File: src/rtl/seq_pkg.sv
// Shared types and helpers for the DUT vector sequencer: FSM states, default widths,
// MISR feedback taps and the result fold used by the signature register.
package seq_pkg;

   localparam int DEF_IN_W   = 150;
   localparam int DEF_OUT_W  = 80;
   localparam int DEF_CNT_W  = 16;
   localparam int FOLD_MAX_W = 256;

   // Feedback taps of x^32+x^22+x^2+x+1, seen from the shift-left register: bits 31,21,1,0.
   localparam logic [31:0] MISR_TAPS = 32'h8020_0003;

   typedef enum logic [2:0] {
      IDLE,
      LOAD,
      SETTLE,
      EMIT,
      DONE
   } seq_state_t;

   // XOR of 32-bit chunks; callers zero-extend, which pads the top chunk with zeros.
   function automatic logic [31:0] fold(input logic [FOLD_MAX_W-1:0] d);
      logic [31:0] r;
      r = '0;
      for (int k = 0; k < FOLD_MAX_W / 32; k++) begin
         r = r ^ d[k*32 +: 32];
      end
      return r;
   endfunction

endpackage

File: src/rtl/seq_misr.sv
// 32-bit result signature register: clears on run start, absorbs one folded result per update.
// Updates take effect on the clock edge of the result handshake; no backpressure of its own.
module seq_misr
   import seq_pkg::*;
#(
   parameter int W = DEF_OUT_W
)(
   input  logic          clk,
   input  logic          rst_n,
   input  logic          clr,
   input  logic          upd,
   input  logic [W-1:0]  data,
   output logic [31:0]   sig
);

   logic [FOLD_MAX_W-1:0] data_ext;
   logic                  feedback;

   assign data_ext = FOLD_MAX_W'(data);
   assign feedback = ^(sig & MISR_TAPS);

   always_ff @(posedge clk or negedge rst_n) begin
      if (!rst_n) begin
         sig <= '0;
      end else if (clr) begin
         sig <= '0;
      end else if (upd) begin
         sig <= {sig[30:0], feedback} ^ fold(data_ext);
      end
   end

endmodule

File: src/rtl/dut_vector_sequencer.sv
// Drives one vector at a time onto a combinational DUT, captures its output after SETTLE_CYCLES, one result per SETTLE_CYCLES+2 cycles;
// vec_ready only in LOAD, result held until res_ready. Build with SEQ_MISR_EN for a result signature, otherwise signature is 0.
module dut_vector_sequencer
   import seq_pkg::*;
#(
   parameter int IN_W          = DEF_IN_W,
   parameter int OUT_W         = DEF_OUT_W,
   parameter int SETTLE_CYCLES = 1,
   parameter int CNT_W         = DEF_CNT_W
)(
   input  logic              clk,
   input  logic              rst_n,
   input  logic              start,
   input  logic              abort,
   input  logic [CNT_W-1:0]  num_vectors,
   input  logic              vec_valid,
   output logic              vec_ready,
   input  logic [IN_W-1:0]   vec_data,
   output logic [IN_W-1:0]   dut_in,
   input  logic [OUT_W-1:0]  dut_out,
   output logic              res_valid,
   input  logic              res_ready,
   output logic [OUT_W-1:0]  res_data,
   output logic              busy,
   output logic              done,
   output logic [CNT_W-1:0]  vec_count,
   output logic [31:0]       signature
);

   seq_state_t       state, state_nxt;
   logic [7:0]       settle_cnt;
   logic [CNT_W-1:0] num_lat;
   logic [CNT_W-1:0] count_inc;
   logic             start_run;
   logic             accept;
   logic             capture;
   logic             res_hs;

   assign count_inc = vec_count + CNT_W'(1);

   always_ff @(posedge clk or negedge rst_n) begin
      if (!rst_n) begin
         state <= IDLE;
      end else begin
         state <= state_nxt;
      end
   end

   always_comb begin
      state_nxt = state;
      vec_ready = 1'b0;
      done      = 1'b0;
      start_run = 1'b0;
      accept    = 1'b0;
      capture   = 1'b0;
      res_hs    = 1'b0;
      case (state)
         IDLE: begin
            if (start) begin
               if (num_vectors != '0) begin
                  start_run = 1'b1;
                  state_nxt = LOAD;
               end else begin
                  state_nxt = DONE;
               end
            end
         end
         LOAD: begin
            vec_ready = 1'b1;
            if (vec_valid) begin
               accept    = 1'b1;
               state_nxt = SETTLE;
            end
         end
         SETTLE: begin
            if (settle_cnt <= 8'd1) begin
               capture   = 1'b1;
               state_nxt = EMIT;
            end
         end
         EMIT: begin
            if (res_ready) begin
               res_hs    = 1'b1;
               state_nxt = (count_inc == num_lat) ? DONE : LOAD;
            end
         end
         DONE: begin
            done      = 1'b1;
            state_nxt = IDLE;
         end
         default: state_nxt = IDLE;
      endcase
      // Abort wins over any handshake seen in the same cycle.
      if (abort && (state != IDLE)) begin
         state_nxt = IDLE;
         accept    = 1'b0;
         capture   = 1'b0;
         res_hs    = 1'b0;
      end
   end

   always_ff @(posedge clk or negedge rst_n) begin
      if (!rst_n) begin
         dut_in     <= '0;
         res_data   <= '0;
         res_valid  <= 1'b0;
         busy       <= 1'b0;
         vec_count  <= '0;
         num_lat    <= '0;
         settle_cnt <= '0;
      end else begin
         if (start_run) begin
            num_lat   <= num_vectors;
            vec_count <= '0;
            busy      <= 1'b1;
         end
         if (accept) begin
            dut_in     <= vec_data;
            settle_cnt <= 8'(SETTLE_CYCLES);
         end else if (state == SETTLE) begin
            settle_cnt <= settle_cnt - 8'd1;
         end
         if (capture) begin
            res_data  <= dut_out;
            res_valid <= 1'b1;
         end
         if (res_hs) begin
            res_valid <= 1'b0;
            vec_count <= count_inc;
         end
         if (state == DONE) begin
            busy <= 1'b0;
         end
         if (abort && (state != IDLE)) begin
            res_valid <= 1'b0;
            busy      <= 1'b0;
         end
      end
   end

`ifdef SEQ_MISR_EN
   seq_misr #(
      .W (OUT_W)
   ) u_misr (
      .clk   (clk),
      .rst_n (rst_n),
      .clr   (start_run),
      .upd   (res_hs),
      .data  (res_data),
      .sig   (signature)
   );
`else
   assign signature = '0;
`endif

endmodule

File: config.mk
export PLATFORM = sky130hd
export DESIGN_NAME = dut_vector_sequencer
export DESIGN_NICKNAME = d
export VERILOG_FILES = /design/src/rtl/seq_pkg.sv /design/src/rtl/seq_misr.sv /design/src/rtl/dut_vector_sequencer.sv
export SDC_FILE = /design/constraint.sdc
export NUM_CORES = 1
export LEC_CHECK = 0
export CAP_MARGIN = 10
export CORE_AREA = 2 2 206 208
export DETAILED_ROUTE_END_ITERATION = 8
export DIE_AREA = 0 0 208 210
export GPL_TIMING_DRIVEN = 0
export SLEW_MARGIN = 10
export SYNTH_ARGS = -nofsm -noshare
export SYNTH_HDL_FRONTEND = slang
export SYNTH_SLANG_ARGS = --single-unit
File: constraint.sdc
create_clock -name clk -period 3.2 [get_ports clk]
set_input_delay 0.48 -clock clk [delete_from_list [all_inputs] [get_ports clk]]
set_output_delay 0.48 -clock clk [all_outputs]
set_load 0.02 [all_outputs]
* Yosys cells after proc, flatten, opt, wreduce, memory -nomap -nowiden
Index checks and enable logic that the tools add are counted.
** Storage, ports and cells
- Flip-flop bits (word level) :: 275
- Word-level logic and storage cells :: 61
** Operators by class
- Add/subtract/negate cells :: 2
- Magnitude comparators :: 1
- Equal/unequal tests :: 9
- Mux-type cells :: 32
- Reductions and logical operators :: 9
** Operators by type and width (number)
- two-way mux 16 bit :: 2
- two-way mux 3 bit :: 7
- two-way mux 1 bit :: 20
- adder 16 x 1 -> 16 bit, second input constant :: 1
- equality test 16 bit :: 1
- two-way mux 8 bit :: 2
- nonzero test 16 bit :: 1
- inequality test 3 bit, second input constant :: 4
- one-hot mux 3 bit (4 select lines) :: 1
- nonzero test 3 bit :: 3
- <= comparator 8 x 1 -> 1 bit, second input constant :: 1
- subtractor 8 x 1 -> 8 bit, second input constant :: 1
- equality test 3 x 2 -> 1 bit, second input constant :: 2
- AND reduction 4 bit :: 1
- nonzero test 2 bit :: 2
- equality test 3 x 1 -> 1 bit, second input constant :: 1
- equality test 3 bit, second input constant :: 1
- zero test 3 bit :: 1
- logical AND 1 bit :: 1

* Depth between registers and ports, before layout
Gate-level depths: netlist of run 1.
- Depth after elaboration :: 7
- Depth in mapped cells :: 8
- Mapped depth without buffers :: 8

* Worst setup path before layout of run 1
Ideal clock, no wire load.
- Path kind :: reg2reg
- Start :: register vec_count[1]
- End :: register state[2]
- Setup time :: 0.077 ns
- Data arrival time :: 2.459 ns
- Setup slack :: 0.664 ns
- Stages on the path, launching flop included :: 9
- Buffers on the path :: 1
- Path through :: dfrtp_1 -> ha_1 -> clkbuf_1 -> nand3_1 -> nor4_1 -> xnor2_1 -> nand4_1 -> or4b_1 -> a21oi_1
** On the way
- Word-level cells in the longest chain between the ends :: 6
** RTL lines
- from (decl) :: line dut_vector_sequencer.sv:26 : output logic [CNT_W-1:0] vec_count,
- from (signal assigned) :: line dut_vector_sequencer.sv:129 : vec_count <= count_inc;
- adder 16 x 1 -> 16 bit :: line dut_vector_sequencer.sv:39 : assign count_inc = vec_count + CNT_W'(1);
- equality test 16 bit :: line dut_vector_sequencer.sv:84 : state_nxt = (count_inc == num_lat) ? DONE : LOAD;
- two-way mux 3 bit :: line dut_vector_sequencer.sv:84
- two-way mux 3 bit :: line dut_vector_sequencer.sv:82 : if (res_ready) begin
- one-hot mux 3 bit (4 select lines) :: line dut_vector_sequencer.sv:57 : case (state)
- two-way mux 3 bit :: line dut_vector_sequencer.sv:94 : if (abort && (state != IDLE)) begin
- to (signal assigned) :: line dut_vector_sequencer.sv:45 : state <= state_nxt;
- to (decl) :: line dut_vector_sequencer.sv:30 : seq_state_t state, state_nxt;
No other way between the ends. The select of a mux whose other input is x is not followed.
A chain may end at the register's enable or synchronous reset.

* Worst setup path after layout of run 1
- Start :: input num_vectors[13]
- End :: register vec_count[12]
** On the way
- Word-level cells in the longest chain between the ends :: 5
** RTL lines
- from (decl) :: line dut_vector_sequencer.sv:15 : input logic [CNT_W-1:0] num_vectors,
- nonzero test 16 bit :: line dut_vector_sequencer.sv:60 : if (num_vectors != '0) begin
- two-way mux 1 bit :: line dut_vector_sequencer.sv:60
- two-way mux 1 bit :: line dut_vector_sequencer.sv:59 : if (start) begin
- two-way mux 1 bit :: line dut_vector_sequencer.sv:57
- nonzero test 2 bit (no source line)
No other way between the ends.

==> impl_metrics.py, run 1 <==
metrics = {
    "floorplanning": {
        "dieArea_mm2": 0.0437,
        "coreArea_mm2": 0.0415,
        "initial_core_util": 0.275,
        "fp.dieH_um": 210,
        "die_w_um": 208,
        "rows": 75,
        "pin_count": 534,
    },
    "synthesis": {
        "synth_edf_count": 0,
        "yosysWarnings": 0,
        "syn_inst": 807,
        "ys_ff_latch": 275,
        "syn_area_mm2": 0.0114,
        "synth-simple-area-share": 0.0531,
        "synth-adder-area-share": 0.00329,
        "ys_seq_area_frac": 0.602,
        "synth_mux_area_frac": 0.244,
        "synth_compound_area_frac": 0.0319,
        "synth-async-reset-ratio": 1.00,
        "synth-xor-area-share": 0.0222,
        "synth_flop_cell": "dfrtp_1",
        "synth_top_family_by_area": "multiplexers",
        "synth.avg_cell_area_um2": 14.2,
        "synth_cell_type_count": 48,
    },
    "clocking": {
        "clkTransAtPathRegs_ns": 0.06,
        "postCtsSetupRepairBufs": 0,
        "clock_latency_ns": 0.53,
        "cts_tree": "done",
        "clockBufferDepth": 3,
        "htree_levels": 2,
        "cts_inserted_buffers": 34,
        "clockRootBuffer": "clkbuf_16",
        "clkSinkCount": 275,
    },
    "worst_setup_path": {
        "critPathBufInv": 2,
        "max_stage_delay_ns": 0.65,
        "worstPathArrival_ns": 3.40,
        "crit_fanout": 10,
        "startpoint_type": "input pin",
        "timing.rr.start": "vec_count[1]",
        "critical_path.endpoint_type": "register",
        "path_class": "input pin to register",
        "crit_start": "num_vectors[13]",
        "crit_chain": "clkdlybuf4s50_1, nor4_1, nand4_1, nand4b_1, and2_1, clkbuf_1, o21ai_0, o31ai_1",
        "slowest_stage": "nor4_1",
        "required_ns": 3.62,
        "cpLargestDelayFamily": "simple AND/OR/NAND/NOR gates",
    },
    "global_route": {
        "grt_overflow_total": 0,
        "grt_pass1_wl_um": 53700,
        "antenna_found_initial": 2,
        "grt_pass1_vias": 9098,
        "grt_max_degree": 103,
        "grtUsageTotal": 0.158,
    },
    "routing": {
        "routed_wl_um": 35300,
        "via_count": 8514,
        "drc": 0,
        "ant_nets": 0,
        "drtIter0Drc": 303,
        "drt_first_pass_iters": 4,
        "vias_per_cell": 4.39,
        "wire_per_inst_um": 18.2,
    },
    "placed_design": {
        "place_area_mm2": 0.0173,
        "gp_congestion": 0.793,
        "numPlacedInstances": 1879,
        "dp_hpwl_um": 26900,
        "io_buffers": 500,
    },
    "timing": {
        "tightest_slew_ns": 0.722,
        "relSlewSlack": 0.517,
        "final_hold_viol_count": 0,
        "finalCriticalPeriod_ns": 2.98,
        "hold_ws_ns": 0.471,
        "clock_skew_ns": 0.0183,
        "finalMaxSlewViolations": 0,
        "clock.fmax_ghz": 0.335,
        "rsz0062_at_grt": "no",
        "setup_violations": 0,
        "fin_crit_sh": 0.931,
    },
    "worst_hold_path": {
        "min_from": "abort",
        "hold_class": "input pin to register",
    },
    "power": {
        "leakagePower_nw": 7.67,
        "peakVddDrop_v": 0.000586,
        "powerDensity_mw_per_mm2": 950,
    },
    "final_layout": {
        "stdcell_area_mm2": 0.0184,
        "stdcell_count": 1940,
        "layout.nets": 1632,
        "drive_gt1_frac": 0.243,
        "syn_to_final_growth_pct": 61.4,
    },
    "outcome": {
        "status": "completed",
    },
    "run": {
        "cap_violations": 0,
    },
}
## worst register-to-register path, cell delays in order, from the launching register on
cell,delay (ns)
dfrtp_1,0.50
ha_1,0.20
clkbuf_1,0.30
nand3_1,0.33
or3_1,0.41
o31ai_1,0.27
nand4_1,0.16
or4b_1,0.49
a21oi_1,0.17
## final timing paths
kind	slack, ns	depth (start not counted)	to
worst max register to register	0.30	8	state[2]
worst min-delay path	0.47	3	res_valid
worst max-delay path	0.22	8	vec_count[12]
max in group asynchronous	1.60	3	num_lat[8]
worst min register to register	0.48	1	res_data[71]
min in group asynchronous	0.59	2	dut_in[21]
## where the power goes
group	internal [mW]	leakage [nW]	total [mW]	switching, mW
combinational	4.12	3.73	7.74	3.62
clock	2.41	0.553	3.88	1.47
sequential	5.05	3.38	5.89	0.841
total	11.6	7.67	17.5	5.93
## per-stage QoR
| step | setup WS, ns | total power, mW | utilization | setup TNS [ns] |
|---|---|---|---|---|
| 2_1_floorplan | 0.664 | 9.71 | - | 0 |
| 3_3_place_gp | -11.00 | 13.7 | 0.415 | -3081.50 |
| 3_5_place_dp | -0.648 | 13.8 | 0.417 | -70.85 |
| 4_1_cts | 0.0729 | 17.8 | 0.444 | 0 |
| 5_1_grt | 0.0308 | 18.5 | 0.444 | 0 |
| 6_report | 0.219 | 17.5 | 0.444 | 0 |
## kinds of logic after synthesis
kind of cell               Yosys count
DFF                                275
muxes                              248
and+or+nand+nor                    111
buffers and inverters               81
AOI/OAI and AO/OA                   59
xor gates and xnor gates            29
adders and majority gates            3
other                                1
## layout make-up
class	instances	area [um^2]
clock buffers	54	1050
diodes	1	2.50
clock inverters	5	78.8
fillers	3884	23000
flip-flops and latches	275	6880
multi-input cells	482	4190
plain buffers	75	464
inverters	6	22.5
repair buffers	503	5070
well taps	539	674
## Yosys cell counts (2+ instances only)
cell,count,area share
dfrtp_1,275,0.60
mux2_2,240,0.24
buf_4,32,0.021
clkbuf_1,32,0.011
o21ai_0,26,0.011
nor2_1,24,0.0079
xnor2_1,20,0.015
nand2_1,19,0.0062
nand4_1,12,0.0066
nand3_1,11,0.0048
a21oi_1,9,0.0039
xor2_1,9,0.0069
buf_6,8,0.0079
nor4_1,8,0.0044
o31ai_1,8,0.0053
and2_1,7,0.0038
mux2_1,7,0.0069
nor3_1,7,0.0031
inv_1,6,0.0020
and4_1,4,0.0031
a21o_1,3,0.0020
ha_1,3,0.0033
nand2b_1,3,0.0016
a31oi_1,2,0.0011
and3_1,2,0.0011
buf_1,2,0.00066
nand4b_1,2,0.0015
o211a_1,2,0.0018
o311ai_0,2,0.0015
or2_2,2,0.0011
or3_1,2,0.0011
or4_1,2,0.0013
## placed cells by master, fill, tap and decap left out, drive strengths merged, types with 2 or more instances in the layout
cell type and n:
bufinv 2, a21oi 9, ha 3, o211a 2, nand2 19, nand3 11, clkinv 2, or4 3
or2 2, and2 7, clkbuf 86, xnor2 20, clkdlybuf4s50 499, nand2b 3, nand4b 2, nor2 24
buf 46, a21o 3, xor2 9, and3 2, o311ai 2, o31ai 8, and4 4, dfrtp 275
o21ai 26, nor4 8, nor3 8, mux2 247, conb 32, a31oi 2, or3 2, nand4 12
inv 7
## timing repair
item                                   4_1_cts  5_1_grt
hold buffers                                 1        0
gates cloned                                 0        0
setup endpoints to repair                  112       93
gates resized for setup                      1        3
endpoints found under the hold margin       42        0
## layer usage
metal	vias to the layer above	GRT usage	part of all wire
met5	-	0	0
met4	0	0.0540	0.024
met3	49	0.0641	0.098
met2	344	0.273	0.50
met1	4177	0.176	0.38
li1	3944	-	-
## flip-flops by register name, indices dropped and copies added (netlist names)
name        count
num_lat        16
vec_count      16
res_valid       1
busy            1
state           3
res_data       80
settle_cnt      8
dut_in        150
Note: power is estimated with default switching activity, not from simulation.
==> run 2, diff against run 1 <==
--- a/config.mk
+++ b/config.mk
@@ -6,9 +6,9 @@
 export NUM_CORES = 1
 export LEC_CHECK = 0
 export CAP_MARGIN = 10
-export CORE_AREA = 2 2 206 208
+export CORE_AREA = 8 8 201 203
 export DETAILED_ROUTE_END_ITERATION = 8
-export DIE_AREA = 0 0 208 210
+export DIE_AREA = 0 0 209 211
 export GPL_TIMING_DRIVEN = 0
 export SLEW_MARGIN = 10
 export SYNTH_ARGS = -nofsm -noshare
==> run 2 against run 1 <==
Compared with the run above:
- count of clock-buffer cells in the layout fell by 3
- sequential share of layout area is 0.38 points higher
- worst setup slack worse by 0.00077 ns
- design area is 1.0% lower
- sequential cell count is the same
- largest cell class unchanged
- cell count decreased by 3.6%
- total power hardly changed
- global-route usage up 2.4 points
- clock skew down 0.0096 ns
- non-clock buffer count is the same
- combinational power rose by 3.2%
- wire length increased by 18%
==> impl_metrics.py, run 2 (same netlist as run 1, synthesis figures left out) <==
metrics = {
    "outcome": {
        "status": "completed",
    },
    "power": {
        "peakVddDrop_v": 0.000593,
        "leakagePower_nw": 7.61,
        "powerDensity_mw_per_mm2": 959,
    },
    "floorplanning": {
        "initial_core_util": 0.308,
        "dieArea_mm2": 0.0441,
        "coreArea_mm2": 0.0371,
        "fp.dieH_um": 211,
        "rows": 71,
        "pin_count": 534,
        "die_w_um": 209,
    },
    "clocking": {
        "clockRootBuffer": "clkbuf_16",
        "clockBufferDepth": 3,
        "clock_latency_ns": 0.56,
        "cts_tree": "done",
        "clkTransAtPathRegs_ns": 0.06,
        "postCtsSetupRepairBufs": 0,
        "cts_inserted_buffers": 31,
        "clkSinkCount": 275,
        "htree_levels": 1,
    },
    "final_layout": {
        "layout.nets": 1629,
        "antenna_cells": 0,
        "final_common_cell": "clkdlybuf4s50_1",
        "drive_gt1_frac": 0.241,
        "syn_to_final_growth_pct": 59.7,
        "largest_reg_flops": 150,
        "largestRegisters": "dut_in: 150 flops, res_data: 80 flops",
        "fillerInstances": 3320,
        "stdcell_count": 1871,
        "final_cell_mix": "clkdlybuf4s50_1, dfrtp_1, mux2_2, clkbuf_1",
        "stdcell_area_mm2": 0.0182,
        "utilization": 0.491,
        "top_register": "dut_in",
    },
    "worst_setup_path": {
        "worstPathArrival_ns": 2.50,
        "max_stage_delay_ns": 0.67,
        "required_ns": 2.72,
        "crit_chain": "clkbuf_1, or2_2, nor2_1, clkdlybuf4s50_1",
        "path_class": "register to output port",
        "crit_fanout": 10,
        "startpoint_type": "register",
        "cpLargestDelayFamily": "buffers and inverters",
        "critPathBufInv": 2,
        "r2r_slack_ns": 0.27,
        "critical_path.endpoint_type": "output port",
        "slowest_stage": "clkdlybuf4s50_1",
    },
    "placed_design": {
        "io_buffers": 500,
        "dp_hpwl_um": 32900,
        "numPlacedInstances": 1814,
        "place_area_mm2": 0.0172,
        "gp_congestion": 0.817,
    },
    "timing": {
        "tightest_slew_ns": 0.750,
        "rsz0062_at_grt": "no",
        "final_hold_viol_count": 0,
        "finalCriticalPeriod_ns": 2.98,
        "setup_violations": 0,
        "clock.fmax_ghz": 0.335,
        "fin_crit_sh": 0.932,
        "clock_skew_ns": 0.00870,
        "setup-tns-final_ns": 0,
        "relSlewSlack": 0.498,
        "finalMaxSlewViolations": 0,
    },
    "routing": {
        "ant_nets": 0,
        "wire_per_inst_um": 22.2,
        "via_count": 8564,
        "drc": 0,
        "vias_per_cell": 4.58,
        "drtIter0Drc": 353,
        "routed_wl_um": 41500,
        "drt_first_pass_iters": 5,
    },
    "global_route": {
        "grt_pass1_wl_um": 61800,
        "grtUsageTotal": 0.182,
        "grt_pass1_vias": 9427,
        "grt_max_degree": 100,
        "antenna_found_initial": 0,
        "grt_overflow_total": 0,
    },
    "worst_hold_path": {
        "hold_class": "input pin to register",
    },
    "run": {
        "cap_violations": 0,
    },
}
-- run 2: cell types whose count changed in the layout (fill, tap and decap cells not counted) --
cell | before | now
clkinvlp_4 | 0 | 1
nor4_2 | 1 | 0
nor4_1 | 7 | 8
diode_2 | 1 | 0
clkbuf_2 | 1 | 0
clkbuf_8 | 6 | 10
clkinv_2 | 2 | 1
clkbuf_16 | 37 | 31
-- run 2: where the power goes --
| part | internal (mW) | leakage [nW] | switching, mW |
|---|---|---|---|
| sequential | 5.05 | 3.38 | 0.861 |
| clock | 2.17 | 0.503 | 1.44 |
| combinational | 4.12 | 3.73 | 3.87 |
-- run 2: timing repair --
action | CTS | global route
endpoints found under the hold margin | 87 | 0
endpoints found under the setup margin | 60 | 0
resized for setup | 1 | 0
hold buffers | 1 | 0
-- run 2: layer usage --
metal	up-vias	wire length (um)	global-route usage
met5	-	0	0
met4	0	555	0.0355
met3	40	3910	0.0718
met2	317	21600	0.330
met1	4271	15400	0.201
li1	3936	-	-
-- run 2: area by class of cell --
cell class | instances | area (um^2) | area share
clock inverters | 5 | 81.3 | 0.00446
repair buffers | 503 | 5070 | 0.278
plain buffers | 75 | 463 | 0.0254
clock buffers | 51 | 951 | 0.0521
multi-input cells | 482 | 4180 | 0.229
flip-flops and latches | 275 | 6880 | 0.377
inverters | 6 | 22.5 | 0.00123
well taps | 474 | 593 | 0.0325
-- run 2: path summary, 6_finish.rpt --
kind	startpoint	to	depth (start not counted)
setup / recovery	state[1]	done	4
min in group asynchronous	rst_n	dut_in[131]	2
hold reg to reg	res_data[77]	res_data[77]	1
setup reg to reg	vec_count[1]	state[2]	8
hold / removal	abort	res_valid	3
max in group asynchronous	rst_n	res_data[60]	3
-- run 2: worst reg2reg max path, delay by kind of cell (launching register included) --
family,cells,cell delay (ns)
xor gates and xnor gates,1,0.18
and+or+nand+nor,4,1.50
DFF,1,0.51
AOI/OAI and AO/OA,1,0.16
adders and majority gates,1,0.20
buffers and inverters,1,0.30
-- run 2: metrics by stage --
step / hold slack, ns / setup slack [ns] / power (mW)
3_3_place_gp: 0.466 / -11.12 / 14.0
3_5_place_dp: 0.477 / -0.367 / 14.0
6_report: 0.440 / 0.218 / 17.5
5_1_grt: 0.470 / 0.0211 / 18.4
2_1_floorplan: 0.184 / 0.664 / 9.71
4_1_cts: 0.396 / 0.201 / 17.8
